===== src/rtl/pmp_check_arbiter.sv =====
// Arbitrates fetch and data PMP check requests onto one shared combinational
// PMP checker and returns a per-requester fault result.
module pmp_check_arbiter #(
  parameter int PA_BITS = 56
) (
  input  logic               clk,
  input  logic               reset_n,
  input  logic               IReqValid,
  input  logic [PA_BITS-1:0] IReqAdr,
  input  logic [1:0]         IReqPriv,
  output logic               IReqReady,
  input  logic               IFlush,
  output logic               IRespValid,
  output logic               IRespFault,
  input  logic               DReqValid,
  input  logic [PA_BITS-1:0] DReqAdr,
  input  logic [1:0]         DReqPriv,
  input  logic               DReqWrite,
  output logic               DReqReady,
  output logic               DRespValid,
  output logic               DRespFault,
  input  logic               PMPBusy,
  output logic [PA_BITS-1:0] ChkAdr,
  output logic [1:0]         ChkPriv,
  output logic               ChkExecute,
  output logic               ChkRead,
  output logic               ChkWrite,
  input  logic               ChkInstrFault,
  input  logic               ChkLoadFault,
  input  logic               ChkStoreFault,
  output logic [1:0]         DbgState
);

  localparam logic [1:0] ST_IDLE = 2'd0;
  localparam logic [1:0] ST_CHK  = 2'd1;
  localparam logic [1:0] ST_RSP  = 2'd2;

  localparam logic [1:0] ACC_EXEC  = 2'd0;
  localparam logic [1:0] ACC_READ  = 2'd1;
  localparam logic [1:0] ACC_WRITE = 2'd2;

  localparam logic OWN_I = 1'b0;
  localparam logic OWN_D = 1'b1;

  // Handshake: a request transfers in a cycle where ReqValid and ReqReady are
  // both high; the requester holds valid and fields stable until then.
  logic [1:0]         r_state;
  logic [PA_BITS-1:0] r_adr;
  logic [1:0]         r_priv;
  logic [1:0]         r_acc;
  logic               r_owner;
  logic               r_last_grant;
  logic               r_fault;

  logic       w_accept_slot;
  logic       w_i_req;
  logic       w_grant_i;
  logic       w_grant_d;
  logic       w_handshake;
  logic       w_i_flush_hit;
  logic       w_fault_sel;
  logic       w_in_chk;
  logic       w_in_rsp;
  logic [1:0] w_state_nxt;

  // Reset gates Ready so nothing is accepted while reset_n is held low.
  assign w_accept_slot = reset_n && !PMPBusy &&
                         ((r_state == ST_IDLE) || (r_state == ST_RSP));
  assign w_i_req       = IReqValid && !IFlush;
  assign w_grant_i     = w_accept_slot && w_i_req &&
                         (!DReqValid || (r_last_grant == OWN_D));
  assign w_grant_d     = w_accept_slot && DReqValid &&
                         (!w_i_req || (r_last_grant == OWN_I));
  assign w_handshake   = w_grant_i || w_grant_d;
  assign w_i_flush_hit = IFlush && (r_owner == OWN_I);
  assign w_in_chk      = (r_state == ST_CHK);
  assign w_in_rsp      = (r_state == ST_RSP);

  always_comb begin
    w_fault_sel = 1'b0;
    case (r_acc)
      ACC_EXEC:  w_fault_sel = ChkInstrFault;
      ACC_READ:  w_fault_sel = ChkLoadFault;
      ACC_WRITE: w_fault_sel = ChkStoreFault;
      default:   w_fault_sel = 1'b0;
    endcase
  end

  always_comb begin
    w_state_nxt = r_state;
    case (r_state)
      ST_IDLE: if (w_handshake) w_state_nxt = ST_CHK;
      ST_CHK: begin
        if (w_i_flush_hit)  w_state_nxt = ST_IDLE;
        else if (!PMPBusy)  w_state_nxt = ST_RSP;
      end
      ST_RSP:  w_state_nxt = w_handshake ? ST_CHK : ST_IDLE;
      default: w_state_nxt = ST_IDLE;
    endcase
  end

  always_ff @(posedge clk or negedge reset_n) begin
    if (!reset_n) begin
      r_state      <= ST_IDLE;
      r_adr        <= '0;
      r_priv       <= 2'd0;
      r_acc        <= ACC_EXEC;
      r_owner      <= OWN_I;
      r_last_grant <= OWN_D;
      r_fault      <= 1'b0;
    end else begin
      r_state <= w_state_nxt;
      if (w_handshake) begin
        r_adr        <= w_grant_d ? DReqAdr : IReqAdr;
        r_priv       <= w_grant_d ? DReqPriv : IReqPriv;
        r_acc        <= w_grant_d ? (DReqWrite ? ACC_WRITE : ACC_READ) : ACC_EXEC;
        r_owner      <= w_grant_d ? OWN_D : OWN_I;
        r_last_grant <= w_grant_d ? OWN_D : OWN_I;
      end
      // Result is only sampled once the PMP CSRs are stable.
      if (w_in_chk && !PMPBusy && !w_i_flush_hit) r_fault <= w_fault_sel;
    end
  end

  assign IReqReady  = w_grant_i;
  assign DReqReady  = w_grant_d;
  assign ChkAdr     = r_adr;
  assign ChkPriv    = r_priv;
  assign ChkExecute = w_in_chk && (r_acc == ACC_EXEC);
  assign ChkRead    = w_in_chk && (r_acc == ACC_READ);
  assign ChkWrite   = w_in_chk && (r_acc == ACC_WRITE);
  assign IRespValid = w_in_rsp && (r_owner == OWN_I) && !IFlush;
  assign DRespValid = w_in_rsp && (r_owner == OWN_D);
  assign IRespFault = IRespValid && r_fault;
  assign DRespFault = DRespValid && r_fault;
  assign DbgState   = r_state;

endmodule


===== config.mk =====
export PLATFORM = sky130hd
export DESIGN_NAME = pmp_check_arbiter
export DESIGN_NICKNAME = d
export VERILOG_FILES = /design/src/rtl/pmp_check_arbiter.sv
export SDC_FILE = /design/constraint.sdc
export NUM_CORES = 1
export LEC_CHECK = 0
export CAP_MARGIN = 10
export CORE_ASPECT_RATIO = 0.75
export CORE_MARGIN = 2
export CORE_UTILIZATION = 40
export CTS_CLUSTER_SIZE = 8
export DETAILED_ROUTE_END_ITERATION = 7
export PLACE_DENSITY = 0.84
export RECOVER_POWER = 25
export SLEW_MARGIN = 0
export SYNTH_ARGS = -nofsm -noshare
export SYNTH_HDL_FRONTEND = slang
export SYNTH_SLANG_ARGS = --single-unit

===== constraint.sdc =====
create_clock -name clk -period 2.6 [get_ports clk]
set_input_delay 0.26 -clock clk [delete_from_list [all_inputs] [get_ports clk]]
set_output_delay 0.26 -clock clk [all_outputs]
set_load 0.03 [all_outputs]

# == Word level (Yosys, flattened, before mapping) ==
# Index checks and enable logic that the tools add are counted.
# totals
reg_bits,65
inputBits,126
out_inout_bits,69
word_cells,56
# classes
n_eq_ne,6
n_mux,11
n_bitwise,2
reduce_logical,30
# ops
cell,n
$mux W56,1
$logic_and A1 B1 Y1,18
$mux W2,6
$pmux W2 S3,1
$logic_not A1 Y1,5
$eq A2 B1 Y1 const B,2
$eq A2 B2 Y1 const B,2
$logic_not A2 Y1,2
$logic_or A1 B1 Y1,4
$ne A3 B3 Y1 const B,1
$pmux W1 S3,1
$mux W1,2
$ne A2 B2 Y1 const B,1
$not A1 Y1,2
$reduce_and A2 Y1,1

# == Logic depth before layout (Yosys ltp) ==
# Gate-level depths: netlist (run 1).
# depth
depth_word,8
depth_mapped,6
ltp_nobuf,3

# == Least setup slack after synthesis (run 1) ==
# Ideal clock, no wire load.
# synth_timing
path_type,register to output
start,register r_state[0] (netlist: DbgState[0])
end,output port IRespFault
arrival_time_ps,2128
t_required_ps,2340
path_slack_ps,212
stages_incl_launch_ff,3
path_buffers,0
cell_sequence,dfrtp_1 > nor4b_1 > and2_1
# synth_between
elab_chain_cells,4
# synth_rtl
item,line,text
start: declaration,47,logic [1:0] r_state;
start signal: assignment,112,r_state <= w_state_nxt;
$eq A2 B2 Y1,77,assign w_in_rsp = (r_state == ST_RSP);
$logic_and A1 B1 Y1 (2 in a row),132,assign IRespValid = w_in_rsp && (r_owner == OWN_I) && !IFlush;
named net IRespValid,13,"output logic IRespValid,"
$logic_and A1 B1 Y1,134,assign IRespFault = IRespValid && r_fault;
end: declaration,14,"output logic IRespFault,"
# The timed path passes the listed nets, and every way through them passes these cells.

# == Final worst setup path (run 1) ==
# layout_timing
start,input port reset_n
end,output port DReqReady
# layout_between
elab_chain_cells,4
# layout_rtl
item,line,text
start: declaration,7,"input logic reset_n,"
$logic_and A1 B1 Y1 (2 in a row),67,assign w_accept_slot = reset_n && !PMPBusy &&
$logic_and A1 B1 Y1 (2 in a row),72,assign w_grant_d = w_accept_slot && DReqValid &&
end: declaration,19,"output logic DReqReady,"
# Every way passes these cells.

==> flow_summary.yaml, run 1 <==
placement:
  gp_congestion: 0.7969
  port_buffers: 194
  dp.cells: 587
  placed_cell_area_mm2: 0.005423
  dpl.hpwl_mm: 8.000
clock_tree:
  path_clk_slew_ns: 0.05
  cts_max_path_buffers: 2
  cts_tree: "yes"
  post_cts_buffers: 0
  cts_hold_buf: 1
  cts_sinks: 65
  cts_resized: 0
  numCtsBuffers: 9
  clk_latency_ns: 0.31
  cts-htree-levels: 3
  cts_root_buf: "clkbuf_16"
synth:
  ys_seq_area_frac: 0.4712
  synth_common_cells: "dfrtp_1, and2_1, a32oi_1, o2bb2ai_1, nand2b_1"
  synth-async-reset-ratio: 1.000
  synth-edff-count: 0
  syn-num-nets: 439
  ys_top_cells_by_area: "dfrtp_1, a32oi_1, o2bb2ai_1"
  syn_area_per_cell_um2: 11.04
  syn_inst: 313
  synth.top_cell.area_share: 0.4636
  synth_warnings: 0
  synthFlopType: "dfrtp_1"
  ys_seq_elements: 65
  synth_top_area_cell: "dfrtp_1"
  ys_types: 35
  synth_area_mm2: 0.003455
  yosysMostFrequentCell: "dfrtp_1"
sta:
  fin_worst_skew_ns: 0.003080
  grt_setup_unrepaired: "false"
  relSlewSlack: 0.1328
  setup_viol: 0
  fmax_mhz: 437.4
  min_period_ns: 2.286
  holdWs_ns: 0.3275
  worstMarginPinSlew_ns: 1.301
  fin_tns_setup_ns: 0
  hold_viol: 0
  drv_slew: 0
  fin_crit_sh: 0.8793
power:
  switching_share: 0.3308
  pwr-share-comb: 0.381
  intPower_uw: 2839
  p_per_area_mw_per_mm2: 739.9
  peakVddDrop_uv: 327.1
  switching_power_uw: 1404
  total_power_uw: 4243
  p_clk_frac: 0.288
  seqPwrFrac: 0.331
  power_leakage_uw: 0.002198
finish:
  area_delta_synth_final_pct: 65.99
  stdcell_count: 604
  fin_nets: 617
  drive_gt1_frac: 0.07460
  diodes: 0
  final_cell_area_mm2: 0.005734
floorplanning:
  initial_core_util: 0.4104
  core_mm2: 0.008418
  rows: 29
  io_pins: 195
  design.die.area_mm2: 0.009403
  die_h_um: 84.48
  chipWidth_um: 111.3
drt:
  drt_iter0_drc: 224
  dr.pass1.iters: 4
  ant_nets: 0
  wl_per_cell_um: 18.74
  drc: 0
  via_count: 3441
  via_per_inst: 5.697
  drt_wl_total_mm: 11.32
global_routing:
  grt_pass1_wl_mm: 18.85
  grt_max_degree: 55
  grt_pass1_vias: 3550
  grt.total_usage: 0.2471
  antenna_found_initial: 0
  grt_overflow: 0
setup_path:
  critPathLaunchType: "input pin"
  critical_path_arrival_ns: 2.03
  critical_path_class: "input pin to primary output"
  cp.required_ns: 2.34
  critPathMaxFanout: 14
  crit_path_end_kind: "primary output"
outcome:
  outcome: "complete, no violations"
min_path:
  hp-class: "input pin to flip-flop"
run:
  maxCapViolations: 0
-- stage by stage --
| stage | setup WS, ns | utilization |
|---|---|---|
| final | 0.3138 | 0.6812 |
| after global routing | 0.1842 | 0.6812 |
| after CTS | 0.2838 | 0.6821 |
| after detailed placement | 0.3834 | 0.6442 |
| after global placement | 0.4771 | 0.6442 |
| after floorplan | 0.2123 | - |
-- power by group through the flow --
stage	Sequential, uW	Clock, uW	Combinational [uW]
floorplan	1810	0	439
global placement	1410	0	1590
detailed placement	1410	0	1630
CTS	1400	1250	1630
global route	1430	1300	1710
finish	1400	1220	1620
-- routing by layer --
metal	share of wire	vias up	global-route usage
li1	-	1594	-
met1	0.44	1695	0.3312
met2	0.48	146	0.4047
met3	0.076	6	0.07004
met4	0.0064	0	0.05275
met5	0	-	0
-- flip-flops by register name (all words and copies together), names as in the netlist --
name          flops
ChkPriv           2
r_last_grant      1
DbgState          2
r_owner           1
r_fault           1
r_acc             2
ChkAdr           56
-- cell type report --
type                       instances  area, um^2
fill                             657        2684
timing repair buffer             206        2017
multi-input combinational        207        1638
sequential                        65        1628
clock buffer                      14       274.0
tap                              108       135.1
clock inverter                     2       35.03
inverter                           2       7.507
-- critical path, cell delays in order --
cell           delay (ns)
dlygate4sd3_1        0.55
buf_2                0.30
nor3b_2              0.44
and3_1               0.28
buf_4                0.18
-- placed cells by master (no fill, tap or decap), types with 2 or more instances in the layout --
cell type	n
nor3b_1	3
a2bb2oi_1	15
clkbuf_16	9
dfrtp_1	64
a21oi_1	4
clkbuf_8	3
a32oi_1	43
a22o_1	2
clkbuf_1	2
nand2b_1	17
clkdlybuf4s50_1	190
nand3b_1	2
o2bb2ai_1	43
buf_2	2
inv_1	2
o32ai_1	15
and2_1	45
buf_4	12
-- worst paths after layout --
check                              from      endpoint  slack, ns  depth (start not counted)
max                             reset_n     DReqReady       0.31                          5
min reg2reg                  ChkAdr[52]    ChkAdr[52]       0.48                          1
max in group asynchronous       reset_n    ChkAdr[41]       0.63                          3
max reg2reg                r_last_grant    ChkAdr[44]       0.76                          3
min                           DReqValid  r_last_grant       0.33                          3
min in group asynchronous       reset_n   DbgState[1]       0.42                          2
-- logic make-up (layout without fill, tap and decap cells) --
family / Yosys count / in the layout / share of synthesized area
AOI/OAI and AO/OA: 127 / 127 / 0.3195
buffers and inverters: 41 / 224 / 0.05614
DFF: 65 / 65 / 0.4712
muxes: 2 / 2 / 0.006157
and+or+nand+nor: 78 / 78 / 0.1470
No activity file was read; power rests on OpenSTA's default activity.
==> inputs of run 2 (changes only) <==
- CORE_UTILIZATION: 40 -> 42
- PLACE_DENSITY: 0.84 -> 0.88
==> flow_summary.yaml, run 2 (same netlist as run 1, synthesis figures left out) <==
placement:
  gp_congestion: 0.7850
  port_buffers: 194
  placed_cell_area_mm2: 0.005416
  dpl.hpwl_mm: 8.004
  pre_cts_slack_ns: 0.4157
setup_path:
  critical_path_class: "input pin to primary output"
  cp.required_ns: 2.34
  critPathMaxFanout: 6
  rr_startpoint: "r_last_grant"
  worstSetupStartpoint: "reset_n"
  crit_end: "DReqReady"
  reg2reg_to: "ChkAdr[52]"
  critical_path_arrival_ns: 2.03
  reg2reg_depth: 3
  critPathLaunchType: "input pin"
  reg2reg_slack_ns: 0.71
  crit_path_end_kind: "primary output"
finish:
  fill_cells: 569
  multiInputGateArea_mm2: 0.001638
  ff_latch_area_mm2: 0.001628
  area_delta_synth_final_pct: 64.83
  drive_gt1_frac: 0.07475
  final_cell_area_mm2: 0.005694
  layout_common_cells: "clkdlybuf4s50_1, dfrtp_1, and2_1"
  fin_nets: 616
  final_util: 0.7160
  final_common_cell: "clkdlybuf4s50_1"
  largest_register_ff_count: 56
clock_tree:
  cts-htree-levels: 3
  cts_resized: 0
  cts_max_path_buffers: 2
  cts_sinks: 65
  path_clk_slew_ns: 0.07
  cts_root_buf: "clkbuf_8"
  cts_tree: "yes"
  post_cts_buffers: 0
  clk_latency_ns: 0.34
  cts_hold_buf: 1
  numCtsBuffers: 9
sta:
  layout_setup_ws_ns: 0.3133
  min_period_ns: 2.287
  setup_viol: 0
  drv_slew: 63
  worstMarginPinSlew_ns: 1.509
  fin_tns_setup_ns: 0
  fin_crit_sh: 0.8795
  hold_viol: 0
  fin_worst_skew_ns: 0.009702
  grt_setup_unrepaired: "false"
  fmax_mhz: 437.3
  relSlewSlack: -0.006302
global_routing:
  antenna_found_initial: 1
  grt_max_degree: 63
  grt_pass1_vias: 3385
  grt.total_usage: 0.2537
  grt_pass1_wl_mm: 17.24
  grt_overflow: 0
floorplanning:
  initial_core_util: 0.4344
  io_pins: 195
  design.die.area_mm2: 0.008974
  core_mm2: 0.007953
  die_h_um: 82.54
  chipWidth_um: 108.7
  rows: 28
drt:
  top_layer: "met4"
  drt_iter0_drc: 145
  dr_wl_met3_mm: 1.215
  drc: 0
  via_per_inst: 5.700
  drt_wl_total_mm: 11.45
  wl_met2_mm: 5.364
  ant_nets: 0
  wl_per_cell_um: 19.06
  via_count: 3426
  drt-met1-wl_mm: 4.641
  dr.pass1.iters: 4
min_path:
  hp-class: "input pin to async pin"
outcome:
  violations: "max-capacitance violations, max-slew violations"
  outcome: "complete, but fails checks"
power:
  p_per_area_mw_per_mm2: 731.8
  peakVddDrop_uv: 456.9
  power_leakage_uw: 0.002174
  total_power_uw: 4167
run:
  maxCapViolations: 1
[run 2: changes by cell type in the layout (fill, tap and decap cells not counted), sizes merged]
cell	previous run	this run
clkbuf	15	11
clkinv	1	3
buf	14	12
bufinv	1	4
diode	0	1
[run 2: per-layer routing]
| metal | GRT usage | up-vias |
|---|---|---|
| li1 | - | 1588 |
| met1 | 0.3063 | 1635 |
| met5 | 0 | - |
| met3 | 0.08399 | 21 |
| met4 | 0.08846 | 0 |
| met2 | 0.4300 | 182 |
[run 2: per-stage QoR]
stage | cells | hold slack (ns)
after floorplan | 313 | -0.03559
after global placement | 582 | 0.07786
after detailed placement | 582 | 0.07584
after CTS | 599 | 0.3256
after global routing | 601 | 0.3781
final | 601 | 0.3731
[run 2: worst min-delay path by stage]
stage / from / slack (ns) / to / depth (start not counted)
6_report: reset_n / 0.37 / DbgState[1] / 2
5_1_grt: reset_n / 0.38 / DbgState[1] / 2
4_1_cts: reset_n / 0.33 / DbgState[1] / 2
3_5_place_dp: reset_n / 0.08 / DbgState[0] / 1
3_3_place_gp: reset_n / 0.08 / DbgState[0] / 1
2_1_floorplan: reset_n / -0.04 / ChkAdr[0] / 0
[run 2: report_power, final]
part	switching, uW	internal [uW]
Combinational	851	773
Clock	413	735
Sequential	150	1240
Total	1410	2750
[run 2: area by class of cell]
cell class / count / share of cell area
Clock buffer: 9 / 0.02175
Tap cell: 105 / 0.02307
Multi-Input combinational cell: 207 / 0.2876
Antenna cell: 1 / 0.0004395
Timing Repair Buffer: 205 / 0.3549
Clock inverter: 7 / 0.02505
Sequential cell: 65 / 0.2859
Inverter: 2 / 0.001318
[run 2: worst max-delay path, cell delays in order]
cell	delay [ns]
dlygate4sd3_1	0.58
clkbuf_1	0.26
nor3b_2	0.44
and3_1	0.33
buf_12	0.15
==> inputs of run 3 (changes only) <==
- CAP_MARGIN: 10 -> unset
==> flow_summary.yaml, run 3 (same netlist as run 1, synthesis figures left out) <==
outcome:
  outcome: "complete, but fails checks"
  violations: "max-capacitance violations, max-slew violations"
floorplanning:
  die_h_um: 82.54
  initial_core_util: 0.4344
  io_pins: 195
  rows: 28
  chipWidth_um: 108.7
  core_mm2: 0.007953
  design.die.area_mm2: 0.008974
sta:
  fin_crit_sh: 0.8791
  holdWs_ns: 0.3712
  min_period_ns: 2.286
  setup_viol: 0
  hold_viol: 0
  grt_setup_unrepaired: "false"
  fin_tns_setup_ns: 0
  fin_worst_skew_ns: 0.009038
  layout_setup_ws_ns: 0.3144
  relSlewSlack: -0.01810
  fmax_mhz: 437.5
  worstMarginPinSlew_ns: 1.527
  drv_slew: 63
drt:
  dr.pass1.iters: 5
  via_per_inst: 5.757
  ant_nets: 0
  wl_per_cell_um: 19.10
  via_count: 3454
  drc: 0
  drt_iter0_drc: 154
  drt_wl_total_mm: 11.46
setup_path:
  crit_slowest_cell: "nor2b_1"
  reg2reg_depth: 3
  critical_path_arrival_ns: 2.03
  cpPeakStageDelay_ns: 0.93
  reg2reg_slack_ns: 0.70
  crit_path_end_kind: "primary output"
  reg2reg_to: "ChkAdr[52]"
  cp.required_ns: 2.34
  critPathMaxFanout: 16
  critical_path_class: "flip-flop to primary output"
  critPathLaunchType: "flip-flop"
  crit_buf_inv: 1
  crit_family: "simple AND/OR/NAND/NOR gates"
  crit_path_cell_trace: "nor2b_1 -> nor3_2 -> buf_4"
  rr_startpoint: "r_last_grant"
global_routing:
  antenna_found_initial: 1
  grt_max_degree: 63
  grt.total_usage: 0.2537
  grt_pass1_wl_mm: 17.24
  grt_overflow: 0
  grt_pass1_vias: 3385
clock_tree:
  cts_hold_buf: 1
  cts_sinks: 65
  cts_resized: 0
  cts_max_path_buffers: 2
  numCtsBuffers: 9
  cts_root_buf: "clkbuf_8"
  clk_latency_ns: 0.34
  path_clk_slew_ns: 0.08
  cts-htree-levels: 3
  cts_tree: "yes"
  post_cts_buffers: 0
finish:
  area_delta_synth_final_pct: 64.61
  final_util: 0.7151
  largest_register_ff_count: 56
  layout_common_cells: "clkdlybuf4s50_1, dfrtp_1, and2_1"
  final_common_cell: "clkdlybuf4s50_1"
  drive_gt1_frac: 0.07287
  fin_nets: 615
power:
  power_leakage_uw: 0.002169
  p_per_area_mw_per_mm2: 732.0
  p_clk_frac: 0.276
  seqPwrFrac: 0.335
  peakVddDrop_uv: 456.2
  switching_share: 0.3393
  pwr-share-comb: 0.389
  intPower_uw: 2750
  switching_power_uw: 1412
  total_power_uw: 4162
placement:
  gp_congestion: 0.7850
  dpl.hpwl_mm: 8.004
  port_buffers: 194
  pre_cts_slack_ns: 0.4157
min_path:
  hp-class: "input pin to async pin"
run:
  maxCapViolations: 1
run 3: cell type report:
class                      count  area, um^2
clock inverter                 7       142.6
antenna                        1       2.502
multi-input combinational    207        1638
fill                         571        2266
timing repair buffer         204        2013
inverter                       2       7.507
tap                          105       131.4
sequential                    65        1628
clock buffer                   9       123.9
run 3: stage by stage:
stage,cells,area [um^2]
6_report,600,5687
3_5_place_dp,582,5416
5_1_grt,600,5687
4_1_cts,599,5693
2_1_floorplan,313,3455
3_3_place_gp,582,5416
run 3: power by group through the flow:
stage,clock network (uW),logic [uW],registers [uW]
after global routing,1210,1710,1420
after CTS,1170,1630,1390
final,1150,1620,1390
after floorplan,0,439,1810
after global placement,0,1590,1400
after detailed placement,0,1630,1400
run 3: layer usage:
| layer | vias to the layer above | GRT usage | share of wire |
|---|---|---|---|
| met5 | - | 0 | 0 |
| met4 | 0 | 0.08846 | 0.022 |
| met3 | 23 | 0.08399 | 0.10 |
| met2 | 196 | 0.4300 | 0.47 |
| met1 | 1648 | 0.3063 | 0.41 |
| li1 | 1587 | - | - |
run 3: worst max path at each step:
stage	from	to	cells after the start
floorplan	DbgState[0]	IRespFault	2
global placement	IFlush	r_acc[0]	5
detailed placement	DReqValid	IReqReady	4
CTS	DbgState[0]	IRespFault	3
global route	reset_n	ChkAdr[21]	3
finish	r_last_grant	IReqReady	3
